File: src/rtl/vga_fb_fill.sv
// Rectangle fill engine for a 256x192x8 framebuffer: a small register bus
// configures origin/size/colour and one pixel is written per cycle on port A.
module vga_fb_fill (
  input  logic        clk,
  input  logic        resetn,
  input  logic        valid,
  input  logic [2:0]  addr,
  input  logic [31:0] wdata,
  input  logic        wstrb,
  output logic [31:0] rdata,
  output logic        fb_we,
  output logic [15:0] fb_addr,
  output logic [7:0]  fb_wdata,
  output logic        busy,
  output logic        dbg_state_o
);

  typedef enum logic {S_IDLE = 1'b0, S_FILL = 1'b1} state_t;

  // Bus handshake: valid alone qualifies a transfer; there is no ready, every
  // valid cycle is accepted, and read data appears on rdata one cycle later.
  state_t      state_q;
  logic [7:0]  x0_q, y0_q, wm1_q, hm1_q, color_q;
  logic [7:0]  x_q, y_q, xe_q, ye_q;
  logic [15:0] count_q;
  logic        ovr_q, clip_q;
  logic [31:0] rdata_q;
  logic        fb_we_q;
  logic [15:0] fb_addr_q;
  logic [7:0]  fb_wdata_q;

  logic        wr, rd, cmd_wr, start_req, abort_req;
  logic [8:0]  xsum, ysum;
  logic [7:0]  xe_d, ye_d, x_d, y_d;
  logic        clamp_d, y0_ok, last_px;
  logic [31:0] rdata_d;
  logic        unused_wdata;

  assign unused_wdata = ^wdata[31:16];

  always_comb begin
    wr        = valid & wstrb;
    rd        = valid & ~wstrb;
    cmd_wr    = wr && (addr == 3'd3);
    abort_req = cmd_wr && wdata[1];
    start_req = cmd_wr && wdata[0] && !wdata[1];
    // 9-bit sums so a rectangle running off the right/bottom edge clamps, never wraps
    xsum      = {1'b0, x0_q} + {1'b0, wm1_q};
    ysum      = {1'b0, y0_q} + {1'b0, hm1_q};
    xe_d      = xsum[8] ? 8'd255 : xsum[7:0];
    ye_d      = (ysum > 9'd191) ? 8'd191 : ysum[7:0];
    clamp_d   = xsum[8] || (ysum > 9'd191);
    y0_ok     = (y0_q < 8'd192);
    last_px   = (x_q == xe_q) && (y_q == ye_q);
    x_d       = (x_q == xe_q) ? x0_q : x_q + 8'd1;
    y_d       = (x_q == xe_q) ? y_q + 8'd1 : y_q;
    rdata_d   = 32'd0;
    case (addr)
      3'd0:    rdata_d = {16'd0, y0_q, x0_q};
      3'd1:    rdata_d = {16'd0, hm1_q, wm1_q};
      3'd2:    rdata_d = {24'd0, color_q};
      3'd4:    rdata_d = {29'd0, clip_q, ovr_q, (state_q == S_FILL)};
      3'd5:    rdata_d = {16'd0, count_q};
      default: rdata_d = 32'd0;
    endcase
  end

  always_ff @(posedge clk) begin
    if (!resetn) begin
      state_q    <= S_IDLE;
      x0_q       <= 8'd0;
      y0_q       <= 8'd0;
      wm1_q      <= 8'd0;
      hm1_q      <= 8'd0;
      color_q    <= 8'd0;
      x_q        <= 8'd0;
      y_q        <= 8'd0;
      xe_q       <= 8'd0;
      ye_q       <= 8'd0;
      count_q    <= 16'd0;
      ovr_q      <= 1'b0;
      clip_q     <= 1'b0;
      rdata_q    <= 32'd0;
      fb_we_q    <= 1'b0;
      fb_addr_q  <= 16'd0;
      fb_wdata_q <= 8'd0;
    end else begin
      if (rd) rdata_q <= rdata_d;
      if (wr && state_q == S_IDLE) begin
        case (addr)
          3'd0:    begin x0_q  <= wdata[7:0]; y0_q  <= wdata[15:8]; end
          3'd1:    begin wm1_q <= wdata[7:0]; hm1_q <= wdata[15:8]; end
          3'd2:    color_q <= wdata[7:0];
          default: ;
        endcase
      end
      // Clears are issued first so a set event later in this block wins
      if (wr && addr == 3'd4) begin
        if (wdata[1]) ovr_q  <= 1'b0;
        if (wdata[2]) clip_q <= 1'b0;
      end
      case (state_q)
        S_IDLE: begin
          if (start_req) begin
            count_q <= 16'd0;
            if (!y0_ok) begin
              clip_q <= 1'b1;
            end else begin
              state_q    <= S_FILL;
              x_q        <= x0_q;
              y_q        <= y0_q;
              xe_q       <= xe_d;
              ye_q       <= ye_d;
              if (clamp_d) clip_q <= 1'b1;
              fb_we_q    <= 1'b1;
              fb_addr_q  <= {y0_q, x0_q};
              fb_wdata_q <= color_q;
            end
          end
        end
        S_FILL: begin
          count_q <= count_q + 16'd1;
          if (start_req) ovr_q <= 1'b1;
          if (abort_req || last_px) begin
            state_q <= S_IDLE;
            fb_we_q <= 1'b0;
          end else begin
            x_q       <= x_d;
            y_q       <= y_d;
            fb_addr_q <= {y_d, x_d};
          end
        end
        default: state_q <= S_IDLE;
      endcase
    end
  end

  assign rdata       = rdata_q;
  assign fb_we       = fb_we_q;
  assign fb_addr     = fb_addr_q;
  assign fb_wdata    = fb_wdata_q;
  assign busy        = (state_q == S_FILL);
  assign dbg_state_o = (state_q == S_FILL);

endmodule

File: config.mk
export PLATFORM = sky130hd
export DESIGN_NAME = vga_fb_fill
export DESIGN_NICKNAME = d
export VERILOG_FILES = /design/src/rtl/vga_fb_fill.sv
export SDC_FILE = /design/constraint.sdc
export NUM_CORES = 1
export LEC_CHECK = 0
export ABC_CLOCK_PERIOD_IN_PS = 4300
export CAP_MARGIN = 5
export CELL_PAD_IN_SITES_DETAIL_PLACEMENT = 0
export CELL_PAD_IN_SITES_GLOBAL_PLACEMENT = 1
export CORE_UTILIZATION = 45
export CTS_BUF_LIST = sky130_fd_sc_hd__clkbuf_2 sky130_fd_sc_hd__clkbuf_4 sky130_fd_sc_hd__clkbuf_8
export CTS_CLUSTER_DIAMETER = 30
export DETAILED_ROUTE_END_ITERATION = 7
export PLACE_DENSITY_LB_ADDON = 0.1
export SETUP_SLACK_MARGIN = 0.5
export SYNTH_ARGS = -nofsm -noshare
export SYNTH_HDL_FRONTEND = slang
export SYNTH_SLANG_ARGS = --single-unit
File: constraint.sdc
create_clock -name clk -period 4.3 [get_ports clk]
set_input_delay 0.645 -clock clk [delete_from_list [all_inputs] [get_ports clk]]
set_output_delay 0.645 -clock clk [all_outputs]
set_load 0.03 [all_outputs]
==> metrics.csv <==
stage;metric;value;unit
sta;Rel. slew slack;18.5;%
die;# IOs;98;
clocking;CTS H-tree depth;4;
grt;GR Util All Layers;23.1;%
yosys;Post-synth EDFFs;0;
critical_path;worst path arrival time;3420;ps
critical_path;Worst R2R End;y_q[0];
detailed_routing;Via Count;5320;
critical_path;CP top delay family;compound AO/OA/AOI/OAI gates;
critical_path;critical path launch point type;flip-flop;
yosys;Post-synth ARST share;0;%
die;core area;13200;um2
grt;vias in the first global route;5048;
final_layout;number of inserted diodes;0;
yosys;top post-synthesis cells by area;dfxtp_1 38%, mux2i_1 7.4%, nor2_1 5.0%;
clocking;CTS tree;built;
sta;RSZ-0062 raised after global routing;false;
sta;final setup fails;0;
sta;Max Fclk;0.317;GHz
placed_design;PortBufs;65;
power;Leakage;2.81;nW
placed_design;gpl congestion;0.854;
final_layout;total area of sequential cells;2320;um2
yosys;Synth Instances;714;
critical_path;CP Buf/Inv Count;1;
yosys;leading area contributor after synthesis;dfxtp_1;
detailed_routing;first-pass detailed-route iteration total;5;
detailed_routing;post-DR wirelength/cell;16.3;um
power;Psw;540;uW
run_status;status;complete, no violations;
critical_path;worst path cell trace;clkinv_1, a31oi_1, a21bo_2, a21o_1, a211oi_1, nor3_1;
die;Die Y-Extent;118;um
worst_hold_path;path type of the worst min-delay path;flip-flop to flip-flop;
flow_run;maxcap violations;0;
clocking;Num CTS Buffers;17;
critical_path;crit path capture;y_q[0];
die;Die X;118;um
power;Power Internal;1.73;mW
clocking;postcts setup bufs;0;
grt;antenna violations before repair;0;
clocking;Max Root-Sink Buffers;2;
critical_path;Worst Path Required;4560;ps
final_layout;Filler cells;1253;
critical_path;CP startpoint;busy;
power;logic gate share of total power;7.1;%
yosys;Synth Flop Type;dfxtp_1;
detailed_routing;Antenna Nets Post-Route;0;
detailed_routing;Residual DRC;0;
yosys;mapped cell area;6090;um2
yosys;top-area cell type share of the netlist area;38.2;%
power;clock share of power;44.6;%
clocking;worst skew pair latency;440;ps
detailed_routing;routed vias/inst;5.56;
placed_design;HPWL after detailed placement;11100;um
sta;Fin. Hold Viols;0;
die;full die area;14000;um2
final_layout;Layout area overhead;18.4;%
detailed_routing;Total Routed Length;15600;um
clocking;hold buffer count at CTS;0;
yosys;Mean Syn Cell Area;8.52;um2
critical_path;crit-path max cell delay;960;ps
grt;pin count of the biggest net entering global routing;67;
critical_path;critical path type;flip-flop to flip-flop;
critical_path;Reg2Reg Depth;6;
placed_design;placed standard-cell area;6800;um2
sta;fin crit share;73.4;%
sta;Clock Skew;11.9;ps
critical_path;r2r setup slk;1140;ps
clocking;cts repair resizes;0;
yosys;post-synthesis sequential area ratio;38.2;%
yosys;post-synthesis register bit count;116;
critical_path;critical path depth;6;
die;Site Rows;42;
die;Initial Utilization;46.1;%
critical_path;critical-path maximum fanout;24;
final_layout;post-route cell area;7210;um2
power;pwr dens;315;nW/um2
clocking;# clock sinks;116;
grt;global-route wire length before repair;25500;um
critical_path;CP endpoint kind;flip-flop;
sta;pins over their slew limit;0;
grt;Congestion Overflow GR;0;
sta;Worst Max-Slew Pin Slew;1220;ps
placed_design;# placed instances;924;
final_layout;Layout Nets;827;
detailed_routing;1st-iter DRT viols;435;
critical_path;CP max-delay cell;dfxtp_1;
yosys;yosys warns;0;
final_layout;Post-Layout Cell Count;956;
clocking;CTS clk-pin slew, worst paths;70;ps
critical_path;RR Startpoint;busy;
power;worst vdd ir;0.245;mV
power;sequential power share;48.2;%
final_layout;share of cells above drive strength 1;9.49;%
final_layout;area of the multi-input gates;3470;um2
worst_hold_path;worst hold path cell count;2;
sta;minimum clock period;3160;ps
power;sw frac;23.8;%
sta;setup_tns;0;ps
yosys;Synth cell types;61;
clocking;CTS root buf;clkbuf_8;
## cell usage after synthesis, types with 4 or more instances
cell type and n:
inv_1 10, nand4_1 5, dfxtp_1 116, and3_1 4, a22oi_1 10, o211ai_1 5
a31oi_1 10, nor2_1 81, mux2i_1 45, buf_4 19, a311oi_1 4, buf_2 11
nand3_1 31, nor4_1 5, xor2_1 24, a21oi_2 4, a21oi_1 51, o21ai_0 39
clkbuf_1 25, nor3_1 13, o221a_2 7, or3_1 6, a221oi_1 7, o32ai_1 8
o21a_1 6, nand2_1 76, xnor2_1 5, ha_1 19, nor2b_1 9
## state kept, by name, indices dropped and copies added, names as in the netlist, 7 cells and up
name      flops
ye_q          8
y_q           8
color_q       8
count_q      16
xe_q          8
rdata        16
wm1_q         8
y0_q          8
x_q           7
fb_wdata      8
x0_q          8
hm1_q         8
## per-stage QoR
step                      worst slack (ps)  util (%)  hold WS, ps  power [mW]
after floorplan                       1830         -          443        1.23
after global placement                1140      51.6          441        1.28
after detailed placement              1120      51.6          447        1.28
after CTS                             1170      54.6          456        2.29
after global routing                  1000      54.6          474        2.36
final                                 1140      54.6          454        2.27
## cells by family after synthesis
logic type                 Yosys count  synth area share [%]
and+or+nand+nor                    250                  19.1
AOI/OAI and AO/OA                  175                  19.1
DFF                                116                  38.2
buffers and inverters               71                  5.78
muxes                               51                  9.07
xor gates and xnor gates            29                  4.17
adders and majority gates           21                  4.56
other                                1                0.0616
## placed cells by master (no fill, tap or decap), types with 4 or more instances in the layout
cell,instances
o32ai_1,8
nor4_1,5
conb_1,16
a21oi_1,50
o211ai_1,5
o21ai_0,39
a21oi_2,5
mux2i_1,45
inv_1,10
nand3_1,31
clkdlybuf4s50_1,65
a311oi_1,4
xnor2_1,5
xor2_1,24
and3_1,4
nand2_1,76
nand4_1,5
o21a_1,6
clkbuf_8,23
clkbuf_4,6
a31oi_1,10
dfxtp_1,116
or3_1,6
o221a_2,7
nor3_1,13
ha_1,19
nor2b_1,9
a22oi_1,10
buf_4,12
a221oi_1,7
nor2_1,81
## how the worst min path moves through the flow
stage / from / to / slack, ps
after floorplan: ye_q[6] / ye_q[6] / 440
after global placement: fb_wdata[1] / fb_wdata[1] / 440
after detailed placement: fb_wdata[4] / fb_wdata[4] / 450
after CTS: fb_wdata[4] / fb_wdata[4] / 460
after global routing: fb_wdata[4] / fb_wdata[4] / 470
final: fb_wdata[3] / fb_wdata[3] / 450
## final cells by class
| class | count | area share [%] |
|---|---|---|
| repair buffers | 77 | 10.3 |
| flip-flops and latches | 116 | 32.2 |
| inverters | 13 | 0.677 |
| clock buffers | 29 | 5.02 |
| multi-input cells | 542 | 48.2 |
| well taps | 176 | 3.06 |
| clock inverters | 3 | 0.556 |
## tightest hold or removal path, cell delays in order (launching register included)
cell	delay, ps
dfxtp_1	310
nand2_1	50
a21oi_1	50
## per-layer routing
layer / routed length [um] / up-vias / global-route usage (%) / share of wire (%)
met5: 0 / - / 0 / 0
met4: 145 / 0 / 7.29 / 0.93
met3: 645 / 12 / 5.36 / 4.1
met2: 7770 / 118 / 39.4 / 50
met1: 7070 / 2538 / 28.8 / 45
li1: - / 2652 / - / -
## power groups by stage
stage          Combinational (mW)  Sequential [mW]  Clock, mW
4_1_cts                     0.162             1.09       1.04
2_1_floorplan               0.106             1.12          0
3_5_place_dp                0.162             1.12          0
3_3_place_gp                0.160             1.12          0
5_1_grt                     0.174             1.09       1.09
6_report                    0.162             1.09       1.01
Power figures use the tool's default switching activity.
